[src/rtl/clk_div_monitor_pkg.sv]
// Shared types and default expectations for the divided-clock health monitor.
package clk_mon_pkg;

    typedef enum logic [1:0] {
        IDLE,
        SEEK,
        MEASURE
    } mon_state_e;

    localparam int DEF_CNT_W         = 8;
    localparam int DEF_EXP_PERIOD_HC = 6;
    localparam int DEF_EXP_HIGH_HC   = 3;
    localparam int DEF_LOCK_COUNT    = 4;

endpackage

[src/rtl/clk_div_monitor_if.sv]
// Signal bundle between the divided clock source/consumer and the monitor.
interface clk_div_monitor_if #(
    parameter int CNT_W = 8
);
    logic             div_clk_in;
    logic             enable;
    logic             err_clear;
    logic [CNT_W-1:0] period_hc;
    logic [CNT_W-1:0] high_hc;
    logic             meas_valid;
    logic             locked;
    logic             error;

    modport master (
        output div_clk_in, enable, err_clear,
        input  period_hc, high_hc, meas_valid, locked, error
    );

    modport slave (
        input  div_clk_in, enable, err_clear,
        output period_hc, high_hc, meas_valid, locked, error
    );
endinterface

[src/rtl/clk_div_monitor_hc_sampler.sv]
// Samples the divided clock on both reference edges and flags rise/fall per half-cycle slot.
module hc_sampler (
    input  logic clock_in,
    input  logic reset_n,
    input  logic div_i,
    output logic rise0_o,
    output logic rise1_o,
    output logic fall0_o,
    output logic fall1_o
);
    logic s_n_q;
    logic s_p_q;

    always_ff @(negedge clock_in or negedge reset_n) begin
        if (!reset_n) s_n_q <= 1'b0;
        else          s_n_q <= div_i;
    end

    // s_p_q is the last processed sample (prev) for the next posedge.
    always_ff @(posedge clock_in or negedge reset_n) begin
        if (!reset_n) s_p_q <= 1'b0;
        else          s_p_q <= div_i;
    end

    assign rise0_o = ~s_p_q & s_n_q;
    assign fall0_o =  s_p_q & ~s_n_q;
    assign rise1_o = ~s_n_q & div_i;
    assign fall1_o =  s_n_q & ~div_i;
endmodule

[src/rtl/clk_div_monitor.sv]
// Half-cycle period/high-time monitor for a divided clock: measures, locks and flags errors.
module clk_div_monitor
    import clk_mon_pkg::*;
#(
    parameter int CNT_W         = DEF_CNT_W,
    parameter int EXP_PERIOD_HC = DEF_EXP_PERIOD_HC,
    parameter int EXP_HIGH_HC   = DEF_EXP_HIGH_HC,
    parameter int LOCK_COUNT    = DEF_LOCK_COUNT
) (
    input logic              clock_in,
    input logic              reset_n,
    clk_div_monitor_if.slave mon
);
    localparam logic [CNT_W-1:0] CNT_MAX = '1;
    localparam logic [CNT_W-1:0] CNT_ONE = CNT_W'(1);

    function automatic logic [CNT_W-1:0] sat_inc(input logic [CNT_W-1:0] v);
        return (v == CNT_MAX) ? v : v + CNT_ONE;
    endfunction

    logic rise0, rise1, fall0, fall1;

    hc_sampler u_sampler (
        .clock_in (clock_in),
        .reset_n  (reset_n),
        .div_i    (mon.div_clk_in),
        .rise0_o  (rise0),
        .rise1_o  (rise1),
        .fall0_o  (fall0),
        .fall1_o  (fall1)
    );

    mon_state_e       state_q, state_d;
    logic [CNT_W-1:0] hc_cnt_q, hc_cnt_d;
    logic [CNT_W-1:0] hi_cnt_q, hi_cnt_d;
    logic [CNT_W-1:0] match_cnt_q, match_cnt_d;
    logic [CNT_W-1:0] period_q, period_d;
    logic [CNT_W-1:0] high_q, high_d;
    logic             valid_q, valid_d;
    logic             locked_q, locked_d;
    logic             error_q, error_d;

    logic [CNT_W-1:0] c0, c1, meas_period, meas_high, hi_next, match_inc;
    logic             err_set;

    always_comb begin
        state_d     = state_q;
        hc_cnt_d    = hc_cnt_q;
        hi_cnt_d    = hi_cnt_q;
        match_cnt_d = match_cnt_q;
        period_d    = period_q;
        high_d      = high_q;
        valid_d     = 1'b0;
        locked_d    = locked_q;
        err_set     = 1'b0;

        // Slot h0 then slot h1; c0 is the count including h0, c1 including h1.
        c0          = rise0 ? CNT_ONE : sat_inc(hc_cnt_q);
        c1          = rise1 ? CNT_ONE : sat_inc(c0);
        meas_period = rise0 ? hc_cnt_q : c0;
        meas_high   = (rise1 && fall0) ? hc_cnt_q : hi_cnt_q;
        hi_next     = fall0 ? hc_cnt_q : (fall1 ? c0 : hi_cnt_q);
        match_inc   = sat_inc(match_cnt_q);

        unique case (state_q)
            IDLE: begin
                hc_cnt_d    = '0;
                hi_cnt_d    = '0;
                match_cnt_d = '0;
                locked_d    = 1'b0;
                state_d     = SEEK;
            end
            SEEK: begin
                hc_cnt_d = c1;
                hi_cnt_d = hi_next;
                if (rise0 || rise1) state_d = MEASURE;
            end
            MEASURE: begin
                hc_cnt_d = c1;
                hi_cnt_d = hi_next;
                if (rise0 || rise1) begin
                    valid_d  = 1'b1;
                    period_d = meas_period;
                    high_d   = meas_high;
                    if (meas_period == CNT_W'(EXP_PERIOD_HC) && meas_high == CNT_W'(EXP_HIGH_HC)) begin
                        match_cnt_d = match_inc;
                        if (match_inc == CNT_W'(LOCK_COUNT)) locked_d = 1'b1;
                    end else begin
                        match_cnt_d = '0;
                        locked_d    = 1'b0;
                        err_set     = 1'b1;
                    end
                end else if (c1 == CNT_MAX) begin
                    match_cnt_d = '0;
                    locked_d    = 1'b0;
                    err_set     = 1'b1;
                    hc_cnt_d    = '0;
                    state_d     = SEEK;
                end
            end
            default: state_d = IDLE;
        endcase

        // Disable overrides everything, dropping any measurement completing this cycle.
        if (!mon.enable) begin
            state_d     = IDLE;
            hc_cnt_d    = '0;
            hi_cnt_d    = '0;
            match_cnt_d = '0;
            period_d    = period_q;
            high_d      = high_q;
            valid_d     = 1'b0;
            locked_d    = 1'b0;
            err_set     = 1'b0;
        end

        error_d = err_set ? 1'b1 : (mon.err_clear ? 1'b0 : error_q);
    end

    always_ff @(posedge clock_in or negedge reset_n) begin
        if (!reset_n) begin
            state_q     <= IDLE;
            hc_cnt_q    <= '0;
            hi_cnt_q    <= '0;
            match_cnt_q <= '0;
            period_q    <= '0;
            high_q      <= '0;
            valid_q     <= 1'b0;
            locked_q    <= 1'b0;
            error_q     <= 1'b0;
        end else begin
            state_q     <= state_d;
            hc_cnt_q    <= hc_cnt_d;
            hi_cnt_q    <= hi_cnt_d;
            match_cnt_q <= match_cnt_d;
            period_q    <= period_d;
            high_q      <= high_d;
            valid_q     <= valid_d;
            locked_q    <= locked_d;
            error_q     <= error_d;
        end
    end

    assign mon.period_hc  = period_q;
    assign mon.high_hc    = high_q;
    assign mon.meas_valid = valid_q;
    assign mon.locked     = locked_q;
    assign mon.error      = error_q;
endmodule

[src/flat_wrapper.sv]
// flat-port wrapper written by rule: the top's interface ports become plain ports
module clk_div_monitor_flat import clk_mon_pkg::*;
#(
    parameter int CNT_W         = DEF_CNT_W,
    parameter int EXP_PERIOD_HC = DEF_EXP_PERIOD_HC,
    parameter int EXP_HIGH_HC   = DEF_EXP_HIGH_HC,
    parameter int LOCK_COUNT    = DEF_LOCK_COUNT
)
  (clock_in, reset_n, mon_div_clk_in, mon_enable, mon_err_clear, mon_period_hc, mon_high_hc, mon_meas_valid, mon_locked, mon_error);
  clk_div_monitor_if #(.CNT_W(CNT_W)) mon_i ();
  input logic clock_in;
  input logic reset_n;
  input wire logic [$bits(mon_i.div_clk_in)-1:0] mon_div_clk_in;
  input wire logic [$bits(mon_i.enable)-1:0] mon_enable;
  input wire logic [$bits(mon_i.err_clear)-1:0] mon_err_clear;
  output wire logic [$bits(mon_i.period_hc)-1:0] mon_period_hc;
  output wire logic [$bits(mon_i.high_hc)-1:0] mon_high_hc;
  output wire logic [$bits(mon_i.meas_valid)-1:0] mon_meas_valid;
  output wire logic [$bits(mon_i.locked)-1:0] mon_locked;
  output wire logic [$bits(mon_i.error)-1:0] mon_error;
  assign mon_i.div_clk_in = mon_div_clk_in;
  assign mon_i.enable = mon_enable;
  assign mon_i.err_clear = mon_err_clear;
  assign mon_period_hc = mon_i.period_hc;
  assign mon_high_hc = mon_i.high_hc;
  assign mon_meas_valid = mon_i.meas_valid;
  assign mon_locked = mon_i.locked;
  assign mon_error = mon_i.error;
  clk_div_monitor #(.CNT_W(CNT_W), .EXP_PERIOD_HC(EXP_PERIOD_HC), .EXP_HIGH_HC(EXP_HIGH_HC), .LOCK_COUNT(LOCK_COUNT)) u_core (.clock_in(clock_in), .reset_n(reset_n), .mon(mon_i));
endmodule
[config.mk]
export PLATFORM = sky130hd
export DESIGN_NAME = clk_div_monitor_flat
export DESIGN_NICKNAME = d
export VERILOG_FILES = /design/src/rtl/clk_div_monitor_pkg.sv /design/src/rtl/clk_div_monitor_if.sv /design/src/rtl/clk_div_monitor_hc_sampler.sv /design/src/rtl/clk_div_monitor.sv /design/src/flat_wrapper.sv
export SDC_FILE = /design/constraint.sdc
export NUM_CORES = 1
export LEC_CHECK = 0
export ABC_AREA = 0
export CORE_ASPECT_RATIO = 0.9
export CORE_MARGIN = 1
export CORE_UTILIZATION = 60
export CTS_CLUSTER_SIZE = 14
export DETAILED_ROUTE_END_ITERATION = 8
export PLACE_DENSITY_LB_ADDON = 0.3
export SLEW_MARGIN = 25
export SYNTH_ARGS = -nofsm -noshare
export SYNTH_HDL_FRONTEND = slang
export SYNTH_SLANG_ARGS = --single-unit
[constraint.sdc]
create_clock -name clock_in -period 5.6 [get_ports clock_in]
set_input_delay 1.68 -clock clock_in [delete_from_list [all_inputs] [get_ports clock_in]]
set_output_delay 1.68 -clock clock_in [all_outputs]
set_load 0.02 [all_outputs]
==> results.sh, run 1 <==
export IMPL_utilization_pct=73.89
export IMPL_drv_slew=0
export IMPL_clock_root_buffer="clkbuf_8"
export IMPL_synth_edf_count=0
export IMPL_drive_above_1_share_pct=16.83
export IMPL_path_cells="nor2b_4 > buf_6 > or3_4 > a211oi_4 > and3_4 > mux2_2 > or3_2 > a311oi_2 > nor3b_1"
export IMPL_cp_max_fo=5
export IMPL_cts_hold_buf=0
export IMPL_ir_drop_mv=0.1932
export IMPL_track_usage_pct=30.43
export IMPL_io_pins=24
export IMPL_ys_flop_type="dfrtp_1"
export IMPL_drtPass1Iterations=5
export IMPL_crit_slowest_cell="or3_2"
export IMPL_drt_antenna_violating_nets=0
export IMPL_ys_seq_area_share_pct=37.23
export IMPL_design_area_um2=3661
export IMPL_r2r_start="u_core.u_sampler.s_n_q"
export IMPL_grt_first_pass_wirelength_um=13200
export IMPL_final_nets=410
export IMPL_maxCapViolCount=0
export IMPL_drcViolationCount=0
export IMPL_cts_tree="done"
export IMPL_clock_sinks=47
export IMPL_pre_cts_slack_ns=-0.1331
export IMPL_finalHoldViolCount=0
export IMPL_die_w_um=78.49
export IMPL_fin_setup_tns_ns=0
export IMPL_port_buffers=23
export IMPL_worst_pin_slew_ns=0.7744
export IMPL_numCtsBuffers=5
export IMPL_intPower_uw=562.1
export IMPL_worst_setup_path_end_kind="flop"
export IMPL_gp_congestion=0.9763
export IMPL_rows=24
export IMPL_fin_skew_ns=0.01088
export IMPL_ys_warn_count=0
export IMPL_critPathRequiredTime_ns=5.79
export IMPL_status="finished, final reports clean"
export IMPL_p_sw_share_pct=34.27
export IMPL_synth_area_um2=3159
export IMPL_diodes=0
export IMPL_dp_hpwl_um=5766
export IMPL_htree_levels=2
export IMPL_stdcell_count=463
export IMPL_die_h_um=70.84
export IMPL_overflow=0
export IMPL_path_buf_inv=1
export IMPL_area_delta_synth_final_pct=15.88
export IMPL_power_density_nw_per_um2=233.6
export IMPL_layout_common_cells="nand2_1 (49), dfrtp_1 (46), o21ai_0 (35)"
export IMPL_cts_path_max_buffers=2
export IMPL_slowest_delay_ns=0.49
export IMPL_synthCells=367
export IMPL_initialDrtViolationCount=358
export IMPL_grt_pass1_vias=2712
export IMPL_wl_per_cell_um=17.44
export IMPL_start_util_pct=63.76
export IMPL_ys_ff_latch=47
export IMPL_p_seq_share_pct=46.1
export IMPL_syn_nets=379
export IMPL_yosysUniqueCellTypes=69
export IMPL_wirelength_um=8073
export IMPL_arrival_ns=5.72
export IMPL_setup_ws_ns=0.07880
export IMPL_vias=2993
export IMPL_dp_cells=455
export IMPL_clk_insertion_delay_late_ns=0.30
export IMPL_viasPerCell=6.464
export IMPL_coreArea_um2=4955
export IMPL_min_from="u_core.mon.high_hc[4]"
export IMPL_path_clk_slew_ns=0.09
export IMPL_dpl_cell_area_um2=3490
export IMPL_syn_area_per_cell_um2=8.608
export IMPL_grt_start_max_net_pins=47
export IMPL_die_area_um2=5560
export IMPL_final_common_cell="nand2_1"
export IMPL_grt_antenna_before_repair=0
export IMPL_p_comb_share_pct=30.4
export IMPL_hold_class="reg -> reg"
export IMPL_cp_startpoint="u_core.u_sampler.s_n_q"
export IMPL_setup_viol=0
export IMPL_pwr_share_clk_pct=23.5
export IMPL_slew_headroom_pct=48.15
export IMPL_power_leakage_nw=1.480
export IMPL_power_switching_uw=293.0
export IMPL_async_flop_share_pct=100.0
export IMPL_critical_path_class="reg -> reg"
export IMPL_crit_family="simple AND/OR/NAND/NOR gates"
export IMPL_start_kind="flop"
==> kinds of logic (layout without fill, tap and decap cells) <==
logic type	Yosys count	count (layout)	share of synthesized area (%)
adder cells (fa/ha/maj)	7	7	2.772
XOR/XNOR	4	4	1.109
multiplexers	20	20	6.455
AND/OR/NAND/NOR	146	146	23.25
flip-flops	47	47	37.23
AO/OA/AOI/OAI	109	109	22.30
buffers and inverters	34	65	6.891
==> cells in the mapped netlist, types with 3 or more instances <==
master	count	share of area, %
nand3_1	13	2.1
a31oi_1	9	1.8
dfrtp_1	46	36
nor2_1	30	3.6
clkbuf_8	3	1.3
nand2_1	50	5.9
inv_1	10	1.2
a211oi_1	3	0.71
clkbuf_1	10	1.2
o31ai_1	5	1.2
nor3_1	6	0.95
mux2_2	3	1.1
a21oi_1	24	3.8
nor2b_1	3	0.59
buf_2	4	0.63
buf_6	3	1.1
o21ai_0	36	5.7
and2_2	5	1.2
and2_1	4	0.79
nand2b_1	3	0.59
nand3b_1	4	0.95
or3_1	4	0.79
and3_1	5	0.99
ha_1	7	2.8
a22o_1	5	1.4
mux2i_1	17	5.4
==> metrics by stage <==
stage | hold WS, ns | total power [mW]
after floorplan | 0.4625 | 0.5509
after global placement | 0.4617 | 0.6336
after detailed placement | 0.4699 | 0.6414
after CTS | 0.4895 | 0.8412
after global routing | 0.5109 | 0.8938
final | 0.4831 | 0.8551
==> timing repair <==
item	CTS	global route
resized for setup	4	15
pin swaps	1	9
hold endpoints to repair	0	0
buffers inserted	0	1
setup endpoints to repair	18	20
==> worst paths after layout <==
kind	to	slack, ns	depth (start not counted)
max in group asynchronous	u_core.u_sampler.s_n_q	1.59	1
min in group asynchronous	u_core.mon.period_hc[5]	1.53	2
setup / recovery	u_core.match_cnt_q[6]	0.08	9
hold / removal	u_core.mon.high_hc[4]	0.48	2
hold reg to reg	u_core.mon.high_hc[4]	0.48	2
setup reg to reg	u_core.match_cnt_q[6]	0.08	9
==> metal layers <==
| layer | GRT usage, % | vias up | share of wire, % |
|---|---|---|---|
| met5 | 0 | - | 0 |
| met4 | 8.848 | 0 | 1.5 |
| met3 | 6.452 | 16 | 8.7 |
| met2 | 47.56 | 173 | 46 |
| met1 | 42.85 | 1411 | 44 |
| li1 | - | 1393 | - |
==> cell type report <==
cell class	count	area (um^2)
Clock buffer	5	68.82
Inverter	11	41.29
Timing Repair Buffer	47	412.9
Multi-Input combinational cell	286	1867
Clock inverter	2	13.76
Fill cell	358	1294
Sequential cell	47	1176
Tap cell	65	81.33
==> worst min-delay path: stages, from the launching register on <==
cell and delay [ns]:
dfrtp_1 0.35, nand2_1 0.05, o21ai_0 0.06
==> sequential cells by signal, summed over array words and instances, names as in the netlist <==
| name | count |
|---|---|
| u_core.mon.high_hc | 8 |
| u_core.mon.error | 1 |
| u_core.state_q | 2 |
| u_core.mon.meas_valid | 1 |
| u_core.hi_cnt_q | 8 |
| u_core.hc_cnt_q | 8 |
| u_core.match_cnt_q | 8 |
| u_core.u_sampler.s_n_q | 1 |
| u_core.mon.locked | 1 |
| u_core.mon.period_hc | 8 |
| u_core.u_sampler.s_p_q | 1 |
==> power groups by stage <==
stage	clock network, mW	registers, mW	logic [mW]
global route	0.213	0.399	0.282
detailed placement	0	0.401	0.240
global placement	0	0.398	0.236
finish	0.201	0.394	0.260
CTS	0.202	0.394	0.245
floorplan	0	0.418	0.133
Note: power is estimated with default switching activity, not from simulation.
==> run 2, diff against run 1 <==
DONT_BUFFER_PORTS = 1   (was not set)
TNS_END_PERCENT = 50   (was not set)
==> run 2 against run 1 <==
  * Critical path depth increased by 1
  * Design area decreased by 3.0%
  * Setup slack got worse by 0.028 ns
  * Worst hold slack improved by 0.038 ns
  * Largest power group unchanged
  * Highest routed layer unchanged
==> results.sh, run 2 (synthesis results as in run 1) <==
export IMPL_numCtsBuffers=5
export IMPL_path_clk_slew_ns=0.10
export IMPL_worst_pin_slew_ns=0.5639
export IMPL_viasPerCell=6.693
export IMPL_initialDrtViolationCount=337
export IMPL_hold_class="reg -> reg"
export IMPL_drt_antenna_violating_nets=0
export IMPL_start_util_pct=63.76
export IMPL_diodes=0
export IMPL_overflow=0
export IMPL_grt_first_pass_wirelength_um=13540
export IMPL_path_cells="nor2b_4 > buf_4 > or3_4 > buf_4 > o31a_2 > a211o_1 > o31a_1 > buf_6 > a211oi_2 > a2bb2oi_1"
export IMPL_power_uw=868.5
export IMPL_fin_skew_ns=0.008585
export IMPL_die_area_um2=5560
export IMPL_ff2ff_setup_slack_ns=0.05
export IMPL_gp_congestion=0.9759
export IMPL_fill_cells=384
export IMPL_final_nets=395
export IMPL_setup_viol=0
export IMPL_power_density_nw_per_um2=244.5
export IMPL_htree_levels=2
export IMPL_clock_root_buffer="clkbuf_8"
export IMPL_critPathRequiredTime_ns=5.83
export IMPL_layout_common_cells="nand2_1 (50), dfrtp_1 (46), o21ai_0 (35)"
export IMPL_drive_above_1_share_pct=19.53
export IMPL_finalHoldViolCount=0
export IMPL_drv_slew=0
export IMPL_cts_path_max_buffers=2
export IMPL_clk_insertion_delay_late_ns=0.31
export IMPL_die_h_um=70.84
export IMPL_grt_start_max_net_pins=48
export IMPL_grt_pass1_vias=2844
export IMPL_crit_family="compound AO/OA/AOI/OAI gates"
export IMPL_timing_hold_ws_ns=0.5206
export IMPL_cts_tree="done"
export IMPL_area_delta_synth_final_pct=12.44
export IMPL_start_kind="flop"
export IMPL_dp_cells=439
export IMPL_io_pins=24
export IMPL_drcViolationCount=0
export IMPL_status="finished, final reports clean"
export IMPL_slew_headroom_pct=62.27
export IMPL_coreArea_um2=4955
export IMPL_vias=3005
export IMPL_clock_sinks=47
export IMPL_port_buffers=0
export IMPL_ff2ff_path_depth=10
export IMPL_grt_antenna_before_repair=0
export IMPL_track_usage_pct=31.28
export IMPL_r2r_start="u_core.u_sampler.s_n_q"
export IMPL_crit_cells=10
export IMPL_ir_drop_mv=0.2254
export IMPL_rows=24
export IMPL_stdcell_count=449
export IMPL_die_w_um=78.49
export IMPL_worst_setup_path_end_kind="flop"
export IMPL_critical_path_class="reg -> reg"
export IMPL_dp_hpwl_um=5869
export IMPL_wirelength_um=8307
export IMPL_cp_max_fo=8
export IMPL_path_buf_inv=3
export IMPL_power_leakage_nw=1.453
export IMPL_endpoint="u_core.mon.locked"
export IMPL_r2r_end="u_core.mon.locked"
export IMPL_drtPass1Iterations=5
export IMPL_cp_startpoint="u_core.u_sampler.s_n_q"
export IMPL_wl_per_cell_um=18.50
export IMPL_arrival_ns=5.78
export IMPL_path_common_cell="buf_4"
export IMPL_slowest_delay_ns=0.38
export IMPL_maxCapViolCount=0
export IMPL_final_common_cell="nand2_1"
export IMPL_crit_slowest_cell="or3_4"
export IMPL_fin_setup_tns_ns=0
==> run 2: cell count changes in the layout (fill, tap and decap cells not counted), sizes merged <==
cell	change
buf	+7
bufinv	+1
clkdlybuf4s50	-22
clkinv	-2
clkinvlp	+1
inv	+1
==> run 2: repair_timing <==
| item | 4_1_cts | 5_1_grt |
|---|---|---|
| gates cloned | 0 | 0 |
| hold buffers | 0 | 0 |
| setup buffers | 0 | 2 |
| resized for setup | 3 | 17 |
| pin swaps | 1 | 7 |
| endpoints found under the setup margin | 19 | 20 |
==> run 2: worst register-to-register path: cells and delay by family, from the launching register on <==
family / cells / cell delay [ns]
AO/OA/AOI/OAI: 5 / 1.34
AND/OR/NAND/NOR: 2 / 0.54
buffers and inverters: 3 / 0.45
flip-flops: 1 / 0.35
==> run 2: cell type report <==
class | count | area [um^2] | share of cell area [%]
clock inverters | 3 | 46.29 | 1.303
flip-flops and latches | 47 | 1176 | 33.11
multi-input cells | 286 | 1882 | 52.98
well taps | 65 | 81.33 | 2.290
inverters | 11 | 41.29 | 1.162
clock buffers | 5 | 68.82 | 1.937
repair buffers | 32 | 256.5 | 7.221
==> run 2: layer usage <==
layer	track usage, %	share of wire, %	up-vias
met5	0	0	-
met4	11.52	2.6	0
met3	5.548	7.5	27
met2	48.93	46	158
met1	43.67	44	1456
li1	-	-	1364
==> run 2: worst min-delay path by stage <==
stage	from	to	slack [ns]	cells after the start
6_report	u_core.hi_cnt_q[0]	u_core.hi_cnt_q[0]	0.52	2
3_3_place_gp	u_core.hi_cnt_q[1]	u_core.hi_cnt_q[1]	0.49	2
3_5_place_dp	u_core.hi_cnt_q[1]	u_core.hi_cnt_q[1]	0.50	2
4_1_cts	u_core.hi_cnt_q[1]	u_core.hi_cnt_q[1]	0.52	2
5_1_grt	u_core.hi_cnt_q[1]	u_core.hi_cnt_q[1]	0.56	2
2_1_floorplan	u_core.hi_cnt_q[1]	u_core.hi_cnt_q[1]	0.46	2
==> run 2: stage by stage <==
step | utilization (%) | worst slack (ns) | cell area (um^2)
detailed placement | 67.20 | -0.1278 | 3329
global route | 71.69 | -0.03404 | 3552
global placement | 67.20 | -0.05138 | 3329
finish | 71.69 | 0.05046 | 3552
floorplan | - | 0.004755 | 3198
CTS | 69.70 | 0.01843 | 3453
==> run 2: where the power goes <==
| part | switching (mW) | total (mW) | leakage (nW) | internal, mW |
|---|---|---|---|---|
| registers | 0.0548 | 0.423 | 0.642 | 0.369 |
| logic | 0.111 | 0.185 | 0.756 | 0.0732 |
| clock network | 0.126 | 0.261 | 0.0548 | 0.135 |
==> RTL edit, RTL diff (flow settings as in run 1) <==
`DEF_CNT_W`: 8 -> 6.
--- a/src/rtl/clk_div_monitor_pkg.sv
+++ b/src/rtl/clk_div_monitor_pkg.sv
@@ -7,7 +7,7 @@
         MEASURE
     } mon_state_e;
 
-    localparam int DEF_CNT_W         = 8;
+    localparam int DEF_CNT_W         = 6;
     localparam int DEF_EXP_PERIOD_HC = 6;
     localparam int DEF_EXP_HIGH_HC   = 3;
     localparam int DEF_LOCK_COUNT    = 4;
Ports: changed (resized mon_high_hc and mon_period_hc); port bits go from 24 to 20. No check against the original RTL was run, so the function may have changed too.
==> RTL edit against run 1 <==
The run now ends with DRC left. Total power is 19% lower. Sequential cell count down 10. Sequential share of layout area down 0.26 points. Setup slack better by 0.052 ns. Sequential power decreased by 22%. Cell area down 21%. Non-clock buffer count shrank 18. Worst hold slack better by 0.00077 ns. Clock power fell by 5%. Wire length fell by 24%. Die area decreased by 19%. Global-route usage shrank 1.6 points. Synthesized area fell by 19%. Utilization is 2.6 points lower. Critical path type unchanged. Largest cell class unchanged. Largest power group unchanged. Highest routed layer unchanged.
==> RTL edit: results (changes against run 1) <==
Post-Synth Adder-Cell Area 0.0344 (+0.00671); count of unresolved DRC violations after routing 6 (+6); TritonRoute pass-1 iters 6 (+1); Internal 0.000464 W (-17%); violated checks DRC; placed wire-length estimate after detailed placement 4320 µm (-25%); Place WS -0.0548 ns (+0.0783 ns); DR WL met2 2750 µm (-25%); Detail Route met3 WL 450 µm (-36%); wire per inst 17.3 µm (-0.59%); DR vias/cell 6.49 (+0.42%); sequential group share of total power 0.444 (-0.017); post-layout net count 320 (-22%); Distinct cells, synth 61 (-12%); number of fillers in the final layout 318 (-11%); launch instance of the worst min-delay path u_core.mon.period_hc[2]; outcome finished, violations left; IO Port Bufs 19 (-17%); combinational power share 0.281 (-0.023); Power per Cell Area 240 mW/mm² (+2.5%); CP max stage delay 0.52 ns (+0.03 ns); compound-cell area share of the yosys netlist 0.250 (+0.0274); wire length of the first global-routing pass 10100 µm (-24%); GR met2 Demand/Resource 0.449 (-0.0266); largest net degree at the start of global routing 37 (-21%); share of synthesized area occupied by flip-flops and latches 0.364 (-0.00828); cts repair resizes 1 (-3); Iter 0 DRT Violations 196 (-45%); average size of a mapped cell 8.74 µm² (+1.5%)
RTL edit: path summary, 6_finish.rpt:
kind | slack [ns] | end | cells past startpoint
max in group asynchronous | 1.58 | u_core.u_sampler.s_n_q | 1
max | 0.13 | u_core.match_cnt_q[4] | 11
min reg2reg | 0.48 | u_core.mon.period_hc[2] | 2
min in group asynchronous | 1.51 | u_core.mon.high_hc[3] | 2
min | 0.48 | u_core.mon.period_hc[2] | 2
max reg2reg | 0.13 | u_core.match_cnt_q[4] | 11
RTL edit: cell type report:
cell class | instances | area (µm²) | share of cell area
clock inverter | 1 | 7.51 | 0.00258
sequential | 37 | 926 | 0.319
clock buffer | 6 | 82.6 | 0.0284
timing repair buffer | 29 | 260 | 0.0896
inverter | 11 | 41.3 | 0.0142
multi-input combinational | 224 | 1530 | 0.526
tap | 48 | 60.1 | 0.0207
